### src/rtl/hub75_scheduler_if.sv
// hub75_scheduler_if
// Bundles the run-control inputs and driver-order/fetch-address outputs of the
// HUB75 row/bit-plane scheduler.
//   master : the scheduler (drives out_*, receives in_*)
//   slave  : the environment, i.e. driver + fetch logic (drives in_*, receives out_*)
// Parameters COLS/PLANES must equal those of the scheduler instance.
interface hub75_scheduler_if #(
    parameter int COLS   = 64,
    parameter int PLANES = 4
);
    localparam int PW = (PLANES > 1) ? $clog2(PLANES) : 1;
    localparam int CW = (COLS > 1) ? $clog2(COLS) : 1;

    logic          in_ENABLE;
    logic          in_BRIGHT_DIM;
    logic          in_WAITING;
    logic          in_ITER;
    logic          out_INIT;
    logic          out_SHOW;
    logic [4:0]    out_ROW;
    logic          out_BRIGHT_DIM;
    logic [4:0]    out_FETCH_ROW;
    logic [PW-1:0] out_PLANE;
    logic [CW-1:0] out_COL;
    logic          out_FRAME_DONE;
    logic          out_BUSY;

    modport master (
        input  in_ENABLE, in_BRIGHT_DIM, in_WAITING, in_ITER,
        output out_INIT, out_SHOW, out_ROW, out_BRIGHT_DIM, out_FETCH_ROW,
               out_PLANE, out_COL, out_FRAME_DONE, out_BUSY
    );

    modport slave (
        output in_ENABLE, in_BRIGHT_DIM, in_WAITING, in_ITER,
        input  out_INIT, out_SHOW, out_ROW, out_BRIGHT_DIM, out_FETCH_ROW,
               out_PLANE, out_COL, out_FRAME_DONE, out_BUSY
    );
endinterface

### src/rtl/hub75_scheduler.sv
// hub75_scheduler
// Row / bit-plane scheduler for the HUB75 panel driver. Chooses the next slot
// (fetch row, plane), orders the driver to shift it (out_INIT) and to latch it
// (out_SHOW), and times each displayed plane with binary-code modulation
// (window = BASE_TICKS << plane). The next slot is shifted while the current
// one is displayed.
// Ports:
//   clk  : system clock, posedge
//   rst  : asynchronous active-low reset
//   bus  : hub75_scheduler_if.master (run control in, driver orders and
//          fetch addresses out); every output is a flop.
module hub75_scheduler #(
    parameter int ROWS       = 32,
    parameter int COLS       = 64,
    parameter int PLANES     = 4,
    parameter int BASE_TICKS = 64
) (
    input  logic              clk,
    input  logic              rst,
    hub75_scheduler_if.master bus
);
    localparam int PW = (PLANES > 1) ? $clog2(PLANES) : 1;
    localparam int CW = (COLS > 1) ? $clog2(COLS) : 1;
    localparam int TW = $clog2(BASE_TICKS << (PLANES - 1)) + 1;

    localparam logic [4:0]    ROW_LAST   = 5'(ROWS - 1);
    localparam logic [PW-1:0] PLANE_LAST = PW'(PLANES - 1);
    localparam logic [CW-1:0] COL_LAST   = CW'(COLS - 1);
    localparam logic [TW-1:0] BASE_WIN   = TW'(BASE_TICKS);

    typedef enum logic [2:0] {
        ST_IDLE   = 3'd0,
        ST_SETTLE = 3'd1,
        ST_LOAD   = 3'd2,
        ST_SHIFT  = 3'd3,
        ST_HOLD   = 3'd4,
        ST_LATCH  = 3'd5
    } state_t;

    state_t        state_q, state_d;
    logic          settle_q, settle_d;

    logic          init_q, init_d;
    logic          show_q, show_d;
    logic [4:0]    row_q, row_d;
    logic          bright_q, bright_d;
    logic [4:0]    frow_q, frow_d;
    logic [PW-1:0] plane_q, plane_d;
    logic [CW-1:0] col_q, col_d;
    logic          frame_done_q, frame_done_d;
    logic          busy_q, busy_d;
    logic [TW-1:0] timer_q, timer_d;
    logic          disp_valid_q, disp_valid_d;
    logic          latch_go_s;

    // FSM state register
    always_ff @(posedge clk or negedge rst) begin
        if (!rst) begin
            state_q  <= ST_IDLE;
            settle_q <= 1'b0;
        end else begin
            state_q  <= state_d;
            settle_q <= settle_d;
        end
    end

    // FSM next-state logic
    always_comb begin
        state_d  = state_q;
        settle_d = 1'b0;
        case (state_q)
            ST_IDLE: begin
                if (bus.in_ENABLE) begin
                    state_d = ST_SETTLE;
                end else begin
                    state_d = ST_IDLE;
                end
            end
            ST_SETTLE: begin
                // settle_q marks the second SETTLE cycle
                settle_d = 1'b1;
                if (settle_q) begin
                    state_d = ST_LOAD;
                end else begin
                    state_d = ST_SETTLE;
                end
            end
            ST_LOAD: begin
                // in_WAITING deliberately not looked at here: it may still be
                // high from the previous shift
                state_d = ST_SHIFT;
            end
            ST_SHIFT: begin
                if (bus.in_WAITING) begin
                    state_d = ST_HOLD;
                end else begin
                    state_d = ST_SHIFT;
                end
            end
            ST_HOLD: begin
                if (!disp_valid_q || (timer_q == '0)) begin
                    state_d = ST_LATCH;
                end else begin
                    state_d = ST_HOLD;
                end
            end
            ST_LATCH: begin
                // an enable drop only takes effect at a slot boundary
                if (bus.in_ENABLE) begin
                    state_d = ST_SETTLE;
                end else begin
                    state_d = ST_IDLE;
                end
            end
            default: begin
                state_d = ST_IDLE;
            end
        endcase
    end

    // FSM outputs: next values of all output flops, so each flop lines up
    // with the state it belongs to
    always_comb begin
        latch_go_s   = (state_q == ST_HOLD) && (state_d == ST_LATCH);
        init_d       = (state_d == ST_LOAD);
        show_d       = (state_d == ST_LATCH);
        busy_d       = (state_d != ST_IDLE);
        bright_d     = bus.in_BRIGHT_DIM;
        // the pointer is already past the wrap slot while in LATCH
        frame_done_d = (state_q == ST_LATCH) && (frow_q == 5'd0) && (plane_q == '0);

        if (state_d == ST_LOAD) begin
            col_d = '0;
        end else if ((state_q == ST_SHIFT) && bus.in_ITER) begin
            if (col_q == COL_LAST) begin
                col_d = '0;
            end else begin
                col_d = col_q + CW'(1);
            end
        end else begin
            col_d = col_q;
        end

        if (latch_go_s) begin
            row_d        = frow_q;
            timer_d      = BASE_WIN << plane_q;
            disp_valid_d = 1'b1;
            if (plane_q == PLANE_LAST) begin
                plane_d = '0;
                if (frow_q == ROW_LAST) begin
                    frow_d = 5'd0;
                end else begin
                    frow_d = frow_q + 5'd1;
                end
            end else begin
                plane_d = plane_q + PW'(1);
                frow_d  = frow_q;
            end
        end else begin
            row_d        = row_q;
            disp_valid_d = disp_valid_q;
            plane_d      = plane_q;
            frow_d       = frow_q;
            if (timer_q != '0) begin
                timer_d = timer_q - TW'(1);
            end else begin
                timer_d = timer_q;
            end
        end
    end

    // Output and datapath registers
    always_ff @(posedge clk or negedge rst) begin
        if (!rst) begin
            init_q       <= 1'b0;
            show_q       <= 1'b0;
            row_q        <= 5'd0;
            bright_q     <= 1'b0;
            frow_q       <= 5'd0;
            plane_q      <= '0;
            col_q        <= '0;
            frame_done_q <= 1'b0;
            busy_q       <= 1'b0;
            timer_q      <= '0;
            disp_valid_q <= 1'b0;
        end else begin
            init_q       <= init_d;
            show_q       <= show_d;
            row_q        <= row_d;
            bright_q     <= bright_d;
            frow_q       <= frow_d;
            plane_q      <= plane_d;
            col_q        <= col_d;
            frame_done_q <= frame_done_d;
            busy_q       <= busy_d;
            timer_q      <= timer_d;
            disp_valid_q <= disp_valid_d;
        end
    end

    assign bus.out_INIT       = init_q;
    assign bus.out_SHOW       = show_q;
    assign bus.out_ROW        = row_q;
    assign bus.out_BRIGHT_DIM = bright_q;
    assign bus.out_FETCH_ROW  = frow_q;
    assign bus.out_PLANE      = plane_q;
    assign bus.out_COL        = col_q;
    assign bus.out_FRAME_DONE = frame_done_q;
    assign bus.out_BUSY       = busy_q;
endmodule
### src/flat_wrapper.sv
// flat-port wrapper written by rule: the top's interface ports become plain ports
module hub75_scheduler_flat 
#(
    parameter int ROWS       = 32,
    parameter int COLS       = 64,
    parameter int PLANES     = 4,
    parameter int BASE_TICKS = 64
)
  (clk, rst, bus_in_ENABLE, bus_in_BRIGHT_DIM, bus_in_WAITING, bus_in_ITER, bus_out_INIT, bus_out_SHOW, bus_out_ROW, bus_out_BRIGHT_DIM, bus_out_FETCH_ROW, bus_out_PLANE, bus_out_COL, bus_out_FRAME_DONE, bus_out_BUSY);
  hub75_scheduler_if #(.COLS(COLS), .PLANES(PLANES)) bus_i ();
  input  logic clk;
  input  logic rst;
  input wire logic [$bits(bus_i.in_ENABLE)-1:0] bus_in_ENABLE;
  input wire logic [$bits(bus_i.in_BRIGHT_DIM)-1:0] bus_in_BRIGHT_DIM;
  input wire logic [$bits(bus_i.in_WAITING)-1:0] bus_in_WAITING;
  input wire logic [$bits(bus_i.in_ITER)-1:0] bus_in_ITER;
  output wire logic [$bits(bus_i.out_INIT)-1:0] bus_out_INIT;
  output wire logic [$bits(bus_i.out_SHOW)-1:0] bus_out_SHOW;
  output wire logic [$bits(bus_i.out_ROW)-1:0] bus_out_ROW;
  output wire logic [$bits(bus_i.out_BRIGHT_DIM)-1:0] bus_out_BRIGHT_DIM;
  output wire logic [$bits(bus_i.out_FETCH_ROW)-1:0] bus_out_FETCH_ROW;
  output wire logic [$bits(bus_i.out_PLANE)-1:0] bus_out_PLANE;
  output wire logic [$bits(bus_i.out_COL)-1:0] bus_out_COL;
  output wire logic [$bits(bus_i.out_FRAME_DONE)-1:0] bus_out_FRAME_DONE;
  output wire logic [$bits(bus_i.out_BUSY)-1:0] bus_out_BUSY;
  assign bus_i.in_ENABLE = bus_in_ENABLE;
  assign bus_i.in_BRIGHT_DIM = bus_in_BRIGHT_DIM;
  assign bus_i.in_WAITING = bus_in_WAITING;
  assign bus_i.in_ITER = bus_in_ITER;
  assign bus_out_INIT = bus_i.out_INIT;
  assign bus_out_SHOW = bus_i.out_SHOW;
  assign bus_out_ROW = bus_i.out_ROW;
  assign bus_out_BRIGHT_DIM = bus_i.out_BRIGHT_DIM;
  assign bus_out_FETCH_ROW = bus_i.out_FETCH_ROW;
  assign bus_out_PLANE = bus_i.out_PLANE;
  assign bus_out_COL = bus_i.out_COL;
  assign bus_out_FRAME_DONE = bus_i.out_FRAME_DONE;
  assign bus_out_BUSY = bus_i.out_BUSY;
  hub75_scheduler #(.ROWS(ROWS), .COLS(COLS), .PLANES(PLANES), .BASE_TICKS(BASE_TICKS)) u_core (.clk(clk), .rst(rst), .bus(bus_i));
endmodule
### config.mk
export PLATFORM = sky130hd
export DESIGN_NAME = hub75_scheduler_flat
export DESIGN_NICKNAME = d
export VERILOG_FILES = /design/src/rtl/hub75_scheduler_if.sv /design/src/rtl/hub75_scheduler.sv /design/src/flat_wrapper.sv
export SDC_FILE = /design/constraint.sdc
export NUM_CORES = 1
export LEC_CHECK = 0
export ABC_AREA = 1
export BUFFER_PORTS_ARGS = -buffer_cell sky130_fd_sc_hd__buf_2
export CORE_MARGIN = 8
export CORE_UTILIZATION = 50
export CTS_CLUSTER_DIAMETER = 100
export DETAILED_ROUTE_END_ITERATION = 7
export GPL_TIMING_DRIVEN = 0
export PLACE_DENSITY = 0.71
export SLEW_MARGIN = 15
export SYNTH_ARGS = -nofsm -noshare
export SYNTH_HDL_FRONTEND = slang
export SYNTH_SLANG_ARGS = --single-unit
### constraint.sdc
create_clock -name clk -period 2 [get_ports clk]
set_clock_uncertainty 0.15 [all_clocks]
set_input_delay 0.2 -clock clk [delete_from_list [all_inputs] [get_ports clk]]
set_output_delay 0.2 -clock clk [all_outputs]
set_load 0.01 [all_outputs]
# [After elaboration in Yosys (flattened, before gate mapping)]
# Index checks and enable logic that the tools add are counted.
[word_totals] reg_bits=38 inputBits=6 wordCells=57 output_inout_bits=23
[classes] addsub=4 n_reduce_logical=16 eq_ne=10 n_mux=13 n_shift=1
[op_table] operator="10-bit two-way mux" n=2
[op_table] operator="6-bit two-way mux" n=3
[op_table] operator="3-bit one-hot mux with 5 select lines" n=1
[op_table] operator="10-bit logical NOT" n=1
[op_table] operator="10-bit nonzero test" n=1
[op_table] operator="7-bit by 2-bit left shift with 10-bit output (first input constant)" n=1
[op_table] operator="10-bit by 1-bit subtractor with 10-bit output (second input constant)" n=1
[op_table] operator="3-bit by 2-bit equality test with 1-bit output (second input constant)" n=3
[op_table] operator="3-bit equality test (second input constant)" n=3
[op_table] operator="6-bit by 1-bit adder with 6-bit output (second input constant)" n=1
[op_table] operator="6-bit equality test (second input constant)" n=1
[op_table] operator="5-bit by 1-bit adder with 5-bit output (second input constant)" n=1
[op_table] operator="5-bit equality test (second input constant)" n=1
[op_table] operator="5-bit logical NOT" n=1
[op_table] operator="5-bit two-way mux" n=1
[op_table] operator="1-bit logical AND" n=4
[op_table] operator="2-bit two-way mux" n=2
[op_table] operator="2-bit nonzero test" n=2
[op_table] operator="3-bit by 1-bit equality test with 1-bit output (second input constant)" n=1
[op_table] operator="3-bit logical NOT" n=1
[op_table] operator="1-bit two-way mux" n=3
[op_table] operator="3-bit two-way mux" n=1
[op_table] operator="3-bit nonzero test" n=1
[op_table] operator="2-bit by 1-bit adder with 2-bit output (second input constant)" n=1
[op_table] operator="other kinds (6)" n=6

# [Depth between registers and ports, before layout]
# Gate-level depths: netlist of run 1.
[logic_depth] ltp_word=7 mapped_depth=10 depth_no_buf=10

# [Least setup slack after synthesis of run 1]
# No wires, ideal clock.
[synth_timing] path_type="register to register" from="register u_core.timer_q[0]" to="register u_core.timer_q[6]" path_stages_with_launch=11 required_ps=1731 setup_time_ps=119 period_less_slack_ps=1683 n_path_buf=1 t_arrival_ps=1414 slack_ps=317 path_cell_list="dfrtp_1 > inv_1 > ha_1 > nand2_2 > nor2_4 > nand3_4 > nand2_4 > nand2_4 > buf_6 > nand3_1 > o21ai_2"
[synth_via] elab_chain_cells=7 word_cells_on_any_way=11 classes_between="1 x add/sub; 1 x eq/ne; 4 x mux; 5 x reduce/logical"
[synth_rtl] item="from (decl)" line_no="hub75_scheduler.sv:52" text="logic [TW-1:0] timer_q, timer_d;"
[synth_rtl] item="from (signal assigned)" line_no="hub75_scheduler.sv:196" text="timer_q <= timer_d;"
[synth_rtl] item="10-bit logical NOT" line_no="hub75_scheduler.sv:101" text="if (!disp_valid_q || (timer_q == '0)) begin"
[synth_rtl] item="1-bit logical OR" line_no="hub75_scheduler.sv:101"
[synth_rtl] item="1-bit two-way mux" line_no="hub75_scheduler.sv:101"
[synth_rtl] item="3-bit one-hot mux with 5 select lines" line_no="hub75_scheduler.sv:71" text="case (state_q)"
[synth_rtl] item="3-bit equality test" line_no="hub75_scheduler.sv:124" text="latch_go_s = (state_q == ST_HOLD) && (state_d == ST_LATCH);"
[synth_rtl] item="1-bit logical AND" line_no="hub75_scheduler.sv:124"
[synth_rtl] item="10-bit two-way mux / 2-bit nonzero test (equally long branches)"
# Several ways; a longest one is shown, not always the timed one. The select of a mux whose other input is x is not followed.
# A chain may end at the register's enable or synchronous reset.

# [Worst setup path in the final report of run 1]
[layout_timing] from="register u_core.timer_q[0]" to="register u_core.timer_q[8]"
# Same word-level chain as after synthesis.

==> results of run 1 <==
==> worst min path at each step <==
stage / endpoint / slack [ns] / cells past startpoint
after floorplan: u_core.bus.out_BRIGHT_DIM / -0.25 / 0
after global placement: u_core.bus.out_BRIGHT_DIM / 0.16 / 1
after detailed placement: u_core.bus.out_BRIGHT_DIM / 0.16 / 1
after CTS: u_core.state_q[2] / 0.03 / 3
after global routing: u_core.state_q[2] / 0.05 / 3
final: u_core.state_q[2] / 0.03 / 3
==> state kept, by name, indices dropped and copies added, names as in the netlist, 2 cells and up <==
signal / count
u_core.bus.out_COL: 6
u_core.timer_q: 10
u_core.state_q: 3
u_core.bus.out_ROW: 5
u_core.bus.out_FETCH_ROW: 5
u_core.bus.out_PLANE: 2
==> cell type report <==
class | count | area (um^2) | share of cell area [%]
tap | 50 | 62.6 | 2.58
buffer | 3 | 33.8 | 1.39
clock buffer | 6 | 82.6 | 3.41
multi-input combinational | 151 | 881 | 36.3
timing repair buffer | 35 | 200 | 8.26
inverter | 41 | 154 | 6.35
clock inverter | 2 | 60.1 | 2.48
sequential | 38 | 951 | 39.2
==> what timing repair did <==
| action | CTS | global route |
|---|---|---|
| hold endpoints to repair | 41 | 0 |
| hold buffers | 3 | 0 |
| gates resized for setup | 0 | 1 |
| setup endpoints to repair | 0 | 5 |
| buffers inserted | 0 | 4 |
==> worst max-delay path, stage by stage, from the launching register on <==
cell	delay (ns)
dfrtp_1	0.38
inv_1	0.12
ha_2	0.23
nand2_2	0.08
nor2_4	0.13
nand3_4	0.14
nand2_4	0.12
nand2_4	0.08
buf_6	0.16
nand3_1	0.10
nand2_1	0.06
==> power by group through the flow <==
stage | clock network, W | logic, W | registers [W]
CTS | 0.000824 | 0.00100 | 0.00115
floorplan | 0 | 0.000730 | 0.00117
detailed placement | 0 | 0.000983 | 0.00116
global placement | 0 | 0.000957 | 0.00116
global route | 0.000858 | 0.00116 | 0.00118
finish | 0.000805 | 0.000996 | 0.00115
==> cells by family (layout without fill, tap and decap cells) <==
group | after synthesis | count (layout) | synth area share [%]
AND/OR/NAND/NOR | 111 | 111 | 26.9
buffers and inverters | 44 | 87 | 9.30
flip-flops | 38 | 38 | 47.1
AO/OA/AOI/OAI | 26 | 26 | 8.87
adder cells (fa/ha/maj) | 9 | 9 | 5.58
XOR/XNOR | 5 | 5 | 2.17
==> synthesized netlist by cell type <==
cell      count
nand3b_1      1
and2_1        1
nand2_1      52
nor2_1       15
nor3_1        6
nand3_1      16
a21oi_2       2
a21oi_1       3
nand2_2       2
o21ai_2      11
inv_2         4
nor2_2        2
nor2_4        2
buf_6         3
o21ai_0      10
nor4_1        1
xor2_1        5
inv_1        37
nand2_4       2
nand3_4       2
ha_1          9
or2_2         3
dfrtp_1      38
nand4_1       6
==> through the flow <==
| step | area, um^2 | instances | util (%) | setup WS, ns |
|---|---|---|---|---|
| 2_1_floorplan | 2020 | 233 | - | 0.317 |
| 3_3_place_gp | 2220 | 311 | 56.3 | 0.163 |
| 3_5_place_dp | 2220 | 311 | 56.3 | 0.147 |
| 4_1_cts | 2390 | 322 | 60.7 | 0.0913 |
| 5_1_grt | 2420 | 326 | 61.5 | 0.0128 |
| 6_report | 2420 | 326 | 61.5 | 0.140 |
==> layer usage <==
metal,share of wire (%),vias to the layer above,routed length [um],track usage [%]
li1,-,822,-,-
met1,46,735,1820,17.0
met2,48,21,1910,22.8
met3,4.3,7,171,4.62
met4,1.9,0,74,6.11
met5,0,-,0,0
==> reports/results.ini, run 1 <==
[cts]
clock-root-buffer=clkbuf_8
h-tree-depth=2
cts_buffer_depth=2
cts_buffers=5
tritoncts=built
insertion_delay_ns=0.29
cts.sinks=38
path_clk_slew_ns=0.07

[sta]
timing.fmax_mhz=538
rsz0062_at_grt=no
tightestPinTransition_ns=0.843
hold_ws_ns=0.0338
min_period_ns=1.86
slew_viol_final=0
setup_viol=0
finalSetupTns_ns=0
finalHoldViolCount=0
fin_crit_sh_pct=93.0
max_slew_margin_pct=43.8

[synthesis]
syn_nets=248
synth_area_leaders=dfrtp_1 47%, nand2_1 9.7%, inv_1 6.9%
yosysTopAreaCell=dfrtp_1
ys_ff_latch=38
synth_cells=233
syn_area_per_cell_um2=8.66
synth_top_cell_area_share_pct=47.1
ys_seq_area_share_pct=47.1
ys_warn_count=0
yosysUniqueCellTypes=24
syn_area_um2=2020

[power_and_ir_drop]
pwr-share-seq_pct=38.9
switchingPower_w=0.00106
leakagePower_nw=1.29
power_w=0.00295
netSwitchingFraction_pct=36.0
powerDensity_nw_per_um2=1220
p_int_w=0.00189
p_comb_share_pct=33.8
peakVddDrop_mv=0.691
clkPwrFrac_pct=27.3

[final_layout]
layout_commonest_cell=nand2_1
finalNetCount=290
nFillCells=349
drive_above_1_share_pct=26.8
antenna-diode-count=0
final_cell_mix=52 x nand2_1, 38 x dfrtp_1, 37 x inv_1
synthToLayoutAreaGrowth_pct=20.2

[setup_path]
crit_path_end=u_core.timer_q[8]
cp.arrival_ns=1.90
rr_startpoint=u_core.timer_q[0]
critical_path_class=reg2reg
worstReg2RegEnd=u_core.timer_q[8]
cp_data_required_time_ns=2.04
r2r_slack_ns=0.14
reg2reg_depth=10
critPathLaunchType=flop
worst-path-max-fanout=10
end_kind=flop
cp-startpoint=u_core.timer_q[0]

[min_path]
hold_start=bus_in_WAITING
hp-class=in2reg

[detailed_routing]
dr.pass1.iters=4
routedWlPerCell_um=12.2
route.detailed.drc=0
ant_nets=0
drtIter0Drc=46
drt-total-wl_um=3980
vias_per_cell=4.86
via_count=1585

[job]
maxCapViolations=0

[outcome]
status=completed

[global_routing]
grt_pass1_vias=1573
grt_max_degree=39
track_usage_pct=14.2
antenna_found_initial=0
grt_first_pass_wirelength_um=7130
grt_overflow=0

[floorplanning]
die_w_um=79.5
die-area_um2=6320
initial_core_util_pct=51.2
dieHeight_um=79.5
rows=23
core_area_um2=3940
io_pins=29

[placement]
dpl.hpwl_um=2840
port-buffer-count=28
place_congestion=0.810

Power figures use the tool's default switching activity.
==> inputs of run 2 (changes only) <==
Settings changed: CELL_PAD_IN_SITES_DETAIL_PLACEMENT set to 0, CELL_PAD_IN_SITES_GLOBAL_PLACEMENT set to 2, CORE_UTILIZATION 50 to 34, GPL_ROUTABILITY_DRIVEN set to 0, PLACE_DENSITY 0.71 to 0.78.
==> reports/results.ini, run 2 (same netlist as run 1, synthesis figures left out) <==
[outcome]
status=completed

[final_layout]
final_cell_mix=52 x nand2_1, 38 x dfrtp_1, 37 x inv_1
drive_above_1_share_pct=25.5  ; -1.4 points
layout_commonest_cell=nand2_1
synthToLayoutAreaGrowth_pct=17.1
stdcell_count=346  ; +6.1%
antenna-diode-count=0  ; unchanged
finalNetCount=286  ; -1.4%
largest_register=u_core.timer_q
largest_reg_flops=10  ; unchanged
final_util_pct=40.6  ; -21 points

[global_routing]
grt_first_pass_wirelength_um=7380  ; +3.6%
grt_max_degree=39  ; unchanged
grt_pass1_vias=1577  ; +0.25%
grt_overflow=0  ; unchanged
track_usage_pct=10.7  ; -3.5 points
antenna_found_initial=0  ; unchanged

[placement]
dp.cells=336  ; +8.0%
dpl.hpwl_um=3110  ; +9.5%
port-buffer-count=28  ; unchanged

[floorplanning]
die-area_um2=8650  ; +37%
rows=28  ; +22%
io_pins=29  ; unchanged
die_w_um=93.0  ; +17%
dieHeight_um=93.0  ; +17%
initial_core_util_pct=34.7  ; -16 points
core_area_um2=5820  ; +48%

[sta]
timing.fmax_mhz=539  ; +0.19%
fin_crit_sh_pct=92.8  ; -0.17 points
finalHoldViolCount=0  ; unchanged
setup_viol=0  ; unchanged
min_period_ns=1.86  ; -0.00347 ns
max_slew_margin_pct=42.4  ; -1.4 points
tightestPinTransition_ns=0.864  ; +0.0212 ns
slew_viol_final=0  ; unchanged

[cts]
path_clk_slew_ns=0.08  ; about the same
cts_setup_buffers=0  ; unchanged
h-tree-depth=2  ; unchanged
insertion_delay_ns=0.29  ; about the same
cts.sinks=38  ; unchanged
cts_buffer_depth=2  ; unchanged
clock-root-buffer=clkbuf_8
tritoncts=built
cts_buffers=5  ; unchanged

[detailed_routing]
ant_nets=0  ; unchanged
vias_per_cell=4.46  ; -8.3%
drt-total-wl_um=4160  ; +4.4%
routedWlPerCell_um=12.0  ; -1.6%
via_count=1543  ; -2.6%
route.detailed.drc=0  ; unchanged
drtIter0Drc=57  ; +24%
dr.pass1.iters=4  ; unchanged

[power_and_ir_drop]
switchingPower_w=0.00106  ; -0.59%
power_w=0.00264  ; -10%
p_int_w=0.00159  ; -16%
p_comb_share_pct=37.3  ; +3.5 points
powerDensity_nw_per_um2=1120  ; -8.1%
pwr-share-seq_pct=43.7  ; +4.8 points
netSwitchingFraction_pct=40.0  ; +4.0 points
leakagePower_nw=1.24  ; -3.4%
peakVddDrop_mv=0.350  ; -49%
clkPwrFrac_pct=19.0  ; -8.3 points

[setup_path]
worst-path-max-fanout=10  ; unchanged
critical_path_class=reg2reg
rr_startpoint=u_core.timer_q[0]
worstReg2RegEnd=u_core.timer_q[8]
end_kind=flop
critPathLaunchType=flop
reg2reg_depth=10  ; unchanged
cp.arrival_ns=1.89  ; about the same
cp_data_required_time_ns=2.03  ; about the same
r2r_slack_ns=0.14  ; about the same

[job]
maxCapViolations=0  ; unchanged

[min_path]
hp-class=in2reg
hold_start=bus_in_WAITING
holdPathStages=3  ; unchanged
holdPathEnd=u_core.state_q[2]

[run 2: cell count changes in the layout (fill, tap and decap cells not counted), sizes merged]
cell / before / now
clkinv: 0 / 2
clkbuf: 6 / 5
buf: 35 / 31
bufinv: 2 / 0
[run 2: how the worst max path moves through the flow]
stage	from	end	slack, ns
3_5_place_dp	u_core.timer_q[0]	u_core.timer_q[8]	0.1
6_report	u_core.timer_q[0]	u_core.timer_q[8]	0.14
3_3_place_gp	u_core.timer_q[0]	u_core.timer_q[8]	0.12
4_1_cts	u_core.timer_q[0]	u_core.timer_q[8]	0.09
2_1_floorplan	u_core.timer_q[0]	u_core.timer_q[6]	0.32
5_1_grt	u_core.timer_q[0]	u_core.timer_q[8]	-0.004
[run 2: power groups by stage]
| stage | combinational, W | sequential, W | clock, W |
|---|---|---|---|
| 6_report | 0.000986 | 0.00116 | 0.000501 |
| 5_1_grt | 0.00116 | 0.00119 | 0.000558 |
| 4_1_cts | 0.00101 | 0.00116 | 0.000532 |
| 3_5_place_dp | 0.00100 | 0.00117 | 0 |
| 3_3_place_gp | 0.000991 | 0.00117 | 0 |
| 2_1_floorplan | 0.000730 | 0.00117 | 0 |
[run 2: layout make-up]
class	instances	area [um^2]
multi-input cells	151	881
well taps	75	93.8
fillers	646	3450
clock buffers	5	68.8
inverters	41	154
clock inverters	2	10.0
flip-flops and latches	38	951
plain buffers	3	33.8
repair buffers	31	170
[run 2: critical path, cell delays in order (launching register included)]
cell     delay (ns)
dfrtp_1        0.39
inv_1          0.12
ha_2           0.23
nand2_2        0.07
nor2_4         0.14
nand3_4        0.16
nand2_4        0.12
nand2_4        0.07
buf_6          0.16
nand3_1        0.09
nand2_1        0.05
[run 2: through the flow]
step | setup WS (ns) | TNS [ns] | cell area, um^2 | hold WS [ns]
final | 0.144 | 0 | 2360 | 0.0254
after global routing | -0.00377 | -0.00377 | 2360 | 0.0391
after CTS | 0.0885 | 0 | 2360 | 0.0168
after detailed placement | 0.0951 | 0 | 2250 | 0.160
after global placement | 0.115 | 0 | 2250 | 0.157
after floorplan | 0.317 | 0 | 2020 | -0.246
[run 2: layer usage]
layer	part of all wire, %	wire, um	track usage, %	vias to the layer above
met4	1.2	49	3.62	0
met3	4.7	194	3.69	5
met2	46	1930	17.6	20
li1	-	-	-	809
met1	48	1980	12.7	709
met5	0	0	0	-
[run 2: timing repair]
action | 4_1_cts | 5_1_grt
endpoints found under the setup margin | 0 | 8
hold endpoints to repair | 40 | 0
hold buffers | 3 | 0
resized for setup | 0 | 1
